**config.mk**
```make
export PLATFORM = sky130hd
export DESIGN_NAME = func_eval_pipe
export DESIGN_NICKNAME = d
export VERILOG_FILES = /design/src/rtl/func_eval_pkg.sv /design/src/rtl/func_eval_stage.sv /design/src/rtl/func_eval_pipe.sv
export SDC_FILE = /design/constraint.sdc
export NUM_CORES = 1
export LEC_CHECK = 0
export BUFFER_PORTS_ARGS = -buffer_cell sky130_fd_sc_hd__buf_2
export CAP_MARGIN = 20
export CORE_ASPECT_RATIO = 0.6
export CORE_MARGIN = 2
export CORE_UTILIZATION = 47
export DETAILED_ROUTE_END_ITERATION = 10
export GPL_TIMING_DRIVEN = 1
export PLACE_DENSITY = 0.8
export SYNTH_ARGS = -nofsm -noshare
export SYNTH_HDL_FRONTEND = slang
export SYNTH_SLANG_ARGS = --single-unit
export TNS_END_PERCENT = 100
```
**constraint.sdc**
```tcl
create_clock -name clk -period 3.8 [get_ports clk]
set_clock_uncertainty 0.05 [all_clocks]
set_input_delay 0.38 -clock clk [delete_from_list [all_inputs] [get_ports clk]]
set_output_delay 0.38 -clock clk [all_outputs]
set_load 0.01 [all_outputs]
```
**src/rtl/func_eval_pkg.sv**
```systemverilog
// Shared constants and helpers for the func_eval pipeline.
package func_eval_pkg;

    localparam logic [1:0] MODE_AND     = 2'd0;
    localparam logic [1:0] MODE_NAND    = 2'd1;
    localparam logic [1:0] MODE_XOR     = 2'd2;
    localparam logic [1:0] MODE_OR_NOTD = 2'd3;

    // Ceiling log2 for elaboration-time width derivation; clog2(1) = 0.
    function automatic int unsigned clog2(input int unsigned v);
        int unsigned r;
        r = 0;
        while ((64'd1 << r) < 64'(v)) begin
            r = r + 1;
        end
        return r;
    endfunction

endpackage

```
**src/rtl/func_eval_stage.sv**
```systemverilog
// One valid/ready register slice; accepts a new word whenever it is empty or draining.
module func_eval_stage #(
    parameter int unsigned DW = 8
) (
    input  logic          clk_i,
    input  logic          rst_i,
    input  logic          valid_i,
    output logic          ready_o,
    input  logic [DW-1:0] data_i,
    output logic          valid_o,
    input  logic          ready_i,
    output logic [DW-1:0] data_o
);

    logic          valid_q;
    logic [DW-1:0] data_q;
    logic          load;

    assign load    = !valid_q || ready_i;
    assign ready_o = load;
    assign valid_o = valid_q;
    assign data_o  = data_q;

    always_ff @(posedge clk_i) begin
        if (rst_i) begin
            valid_q <= 1'b0;
            data_q  <= '0;
        end else if (load) begin
            valid_q <= valid_i;
            if (valid_i) begin
                data_q <= data_i;
            end
        end
    end

endmodule

```
**src/rtl/func_eval_pipe.sv**
```systemverilog
// Two-stage valid/ready evaluator of (a^b)&(c|~d) and its variants, with a saturating
// running count of asserted result lanes.
module func_eval_pipe
    import func_eval_pkg::*;
#(
    parameter int unsigned WIDTH = 8,
    parameter int unsigned ACC_W = 16
) (
    input  logic             clk,
    input  logic             rst,
    input  logic             in_valid,
    output logic             in_ready,
    input  logic [WIDTH-1:0] a,
    input  logic [WIDTH-1:0] b,
    input  logic [WIDTH-1:0] c,
    input  logic [WIDTH-1:0] d,
    input  logic [1:0]       mode,
    output logic             out_valid,
    input  logic             out_ready,
    output logic [WIDTH-1:0] f,
    input  logic             acc_clr,
    output logic [ACC_W-1:0] acc,
    output logic             acc_sat
);

    localparam int unsigned PW  = clog2(WIDTH + 1);
    localparam int unsigned SW  = ACC_W + 1;
    localparam int unsigned S1W = 2 + 2 * WIDTH;
    localparam logic [ACC_W:0] AccMax = {1'b0, {ACC_W{1'b1}}};

    logic [S1W-1:0]   s1_in;
    logic [S1W-1:0]   s1_out;
    logic             s1_ready;
    logic             s1_valid;
    logic             s2_ready;
    logic [1:0]       s1_mode;
    logic [WIDTH-1:0] s1_x;
    logic [WIDTH-1:0] s1_y;
    logic [WIDTH-1:0] f_d;

    assign s1_in    = {mode, a ^ b, c | ~d};
    assign in_ready = !rst && s1_ready;

    func_eval_stage #(
        .DW(S1W)
    ) u_stage1 (
        .clk_i  (clk),
        .rst_i  (rst),
        .valid_i(in_valid),
        .ready_o(s1_ready),
        .data_i (s1_in),
        .valid_o(s1_valid),
        .ready_i(s2_ready),
        .data_o (s1_out)
    );

    assign s1_mode = s1_out[S1W-1 -: 2];
    assign s1_x    = s1_out[2*WIDTH-1 -: WIDTH];
    assign s1_y    = s1_out[WIDTH-1:0];

    always_comb begin
        f_d = s1_x & s1_y;
        case (s1_mode)
            MODE_AND:     f_d = s1_x & s1_y;
            MODE_NAND:    f_d = ~(s1_x & s1_y);
            MODE_XOR:     f_d = s1_x;
            MODE_OR_NOTD: f_d = s1_y;
            default:      f_d = s1_x & s1_y;
        endcase
    end

    func_eval_stage #(
        .DW(WIDTH)
    ) u_stage2 (
        .clk_i  (clk),
        .rst_i  (rst),
        .valid_i(s1_valid),
        .ready_o(s2_ready),
        .data_i (f_d),
        .valid_o(out_valid),
        .ready_i(out_ready),
        .data_o (f)
    );

    logic [PW-1:0]    pop;
    logic [ACC_W:0]   sum;
    logic [ACC_W-1:0] acc_q, acc_d;
    logic             sat_q, sat_d;

    always_comb begin
        pop = '0;
        for (int unsigned i = 0; i < WIDTH; i++) begin
            pop = pop + PW'(f[i]);
        end
    end

    // One spare bit so the compare sees the true sum before clamping.
    assign sum = {1'b0, acc_q} + SW'(pop);

    always_comb begin
        acc_d = acc_q;
        sat_d = sat_q;
        if (acc_clr) begin
            acc_d = '0;
            sat_d = 1'b0;
        end else if (out_valid && out_ready) begin
            if (sum >= AccMax) begin
                acc_d = AccMax[ACC_W-1:0];
                sat_d = 1'b1;
            end else begin
                acc_d = sum[ACC_W-1:0];
            end
        end
    end

    always_ff @(posedge clk) begin
        if (rst) begin
            acc_q <= '0;
            sat_q <= 1'b0;
        end else begin
            acc_q <= acc_d;
            sat_q <= sat_d;
        end
    end

    assign acc     = acc_q;
    assign acc_sat = sat_q;

endmodule

```
==> impl_metrics.ini <==
[run_status]
status = finished, violations left
violations = negative setup slack

[yosys]
ys_types = 42
avgSynthCellArea_um2 = 8.30
netlist_top_cells_count = dfxtp_1 (45), nor2_1 (40), a21oi_1 (27), inv_1 (19)
yosys_warnings = 0
synth_seq_area_share = 0.375
synthFlopType = dfxtp_1
synth_edf_count = 0
synth_area_leaders = dfxtp_1 (38%), nor2_1 (6.3%), a21oi_1 (5.6%)
synth_top_area_cell = dfxtp_1
syn-num-nets = 339
synth.most_common_cell = dfxtp_1
postSynthCellCount = 289
ys_ff_latch = 45
netlist.area_leader.share = 0.375
async_flop_share = 0
syn_area_um2 = 2400

[grt]
grt_pass1_vias = 2084
grt_usage = 0.228
antenna_found_initial = 0
overflow = 0
grt_pass1_wl_um = 10000
grt_max_degree = 35

[critical_path]
cp.arrival_ps = 4220
r2r_slack_ps = -250
end_kind = flip-flop
crit_type = reg2reg
r2r_end = acc[6]$_SDFFE_PP0P_
crit_path_max_fanout = 6
timing.rr.start = u_stage2.data_o[0]$_SDFFE_PP0P_
start_kind = flip-flop
cp_data_required_time_ps = 3970
r2r_cells = 12

[route]
finalWirelength_um = 6350
route.detailed.drc = 0
wl_per_cell_um = 14.9
drtIter0Drc = 225
vias_per_cell = 5.81
dr.pass1.iters = 6
ant_nets = 0
routed-via-count = 2483

[clock_tree]
clkSinkCount = 45
clockRootBuffer = clkbuf_8
cts_tree = done
cts_buffers = 5
htree_levels = 2
cts.clk_slew.worst_paths_ps = 90
clock_latency_ps = 290
hold_buffers = 0
clockBufferDepth = 2

[die]
initial_utilization = 0.482
dieArea_um2 = 5710
rows = 20
core_um2 = 4980
pin_count = 66
die_h_um = 59.4
die_w_um = 96.3

[final_layout]
drive_gt1_frac = 0.349
fillers = 432
area_growth_pct = 29.4
antenna_cells = 0
utilization = 0.624
multi_input_area_um2 = 1500
seqCellArea_um2 = 902
fin_nets = 411
fin_area_um2 = 3110

[placement]
gp_congestion = 0.917
dp_hpwl_um = 4630
dpl-instance-area_um2 = 2850
io_buffers = 65

[job]
max_cap_viol_count = 0

[worst_hold_path]
min_from = d[3]
hp-class = in2reg
hold_depth = 2
holdPathEnd = u_stage1.data_o[3]$_SDFFE_PP0P_

[sta]
finalCritPeriodShare = 1.07
max_freq_mhz = 247
fin_ws_ps = -249
drv_slew = 0
hold_viol_final = 0
period_minus_slack_ps = 4050
tightest_slew_ps = 806
setup_viol = 17
relSlewSlack = 0.460
rsz0062_at_grt = yes

[pwr]
ir_drop_mv = 0.145
power_per_cell_area_nw_per_um2 = 319
power_leakage_nw = 1.31
sequential cells by signal (all words and copies together) (netlist names):
name / cells
acc: 16
acc_sat: 1
u_stage1.data_o: 18
u_stage1.valid_o: 1
u_stage2.data_o: 8
u_stage2.valid_o: 1
placed cells by master (no fill, tap or decap), drive strengths merged, types with 2 or more instances in the layout:
cell,Yosys,final
a211oi,10,10
a21boi,2,2
a21oi,27,27
a311oi,9,9
a31oi,10,10
and2,3,3
and4,2,2
buf,2,79
clkbuf,12,5
dfxtp,45,45
fa,5,5
ha,6,6
inv,19,19
mux2i,2,2
nand2,6,6
nand2b,3,3
nand3,12,12
nand4,4,4
nor2,40,40
nor3,14,14
o21ai,13,13
o221a,3,3
o22ai,7,7
or2,9,9
or3,2,2
xnor2,8,8
xor2,6,6
where the power goes:
part	internal [mW]	total [mW]	leakage, nW	switching, mW
combinational	0.0625	0.127	0.886	0.0644
sequential	0.491	0.514	0.369	0.0222
clock	0.191	0.350	0.0540	0.158
total	0.745	0.990	1.31	0.245
critical path, stage by stage (launching register included):
cell	delay, ps
dfxtp_2	340
fa_1	550
inv_2	40
fa_1	490
fa_1	450
fa_2	380
fa_2	350
nand2b_4	170
a211oi_4	300
nand4_1	310
buf_6	250
buf_6	140
a211oi_2	170
timing repair:
action,CTS,global route
buffers inserted,4,0
setup endpoints to repair,7,17
resized for setup,14,13
pin swaps,9,6
per-stage QoR:
stage,setup TNS [ps],hold slack (ps),setup slack (ps),power (mW),std cells
global route,-4060,218,-333,1.04,427
finish,-3140,228,-249,0.990,427
CTS,-465,224,-167,0.989,427
floorplan,0,438,27.2,0.602,289
global placement,-82.8,414,-41.2,0.642,416
detailed placement,-563,446,-151,0.647,416
worst max path at each step:
stage / startpoint / end / slack (ps) / cells after the start
after detailed placement: u_stage2.data_o[0]$_SDFFE_PP0P_ / acc_sat$_SDFFE_PP0P_ / -150 / 12
after CTS: u_stage2.data_o[0]$_SDFFE_PP0P_ / acc_sat$_SDFFE_PP0P_ / -170 / 12
after global routing: u_stage2.data_o[0]$_SDFFE_PP0P_ / acc_sat$_SDFFE_PP0P_ / -330 / 12
final: u_stage2.data_o[0]$_SDFFE_PP0P_ / acc[6]$_SDFFE_PP0P_ / -250 / 12
after floorplan: u_stage2.data_o[0]$_SDFFE_PP0P_ / acc_sat$_SDFFE_PP0P_ / 30 / 13
after global placement: u_stage2.data_o[0]$_SDFFE_PP0P_ / acc_sat$_SDFFE_PP0P_ / -40 / 12
metal layers:
| layer | vias to the layer above | share of wire | routed length, um | global-route usage |
|---|---|---|---|---|
| li1 | 1183 | - | - | - |
| met1 | 1157 | 0.49 | 3100 | 0.360 |
| met2 | 130 | 0.41 | 2630 | 0.318 |
| met3 | 13 | 0.088 | 556 | 0.0433 |
| met4 | 0 | 0.0096 | 61 | 0.0490 |
| met5 | - | 0 | 0 | 0 |
cell families after synthesis:
family                     share of synthesized area
muxes                                        0.00834
DFF                                            0.375
adders and majority gates                     0.0730
buffers and inverters                         0.0527
and+or+nand+nor                                0.208
xor gates and xnor gates                      0.0511
AOI/OAI and AO/OA                              0.231
cell type report:
type | count | area share
inverter | 19 | 0.0230
clock buffer | 5 | 0.0222
multi-input combinational | 211 | 0.482
clock inverter | 2 | 0.0113
timing repair buffer | 79 | 0.145
sequential | 45 | 0.290
tap | 66 | 0.0266
No activity file was read; power rests on OpenSTA's default activity.
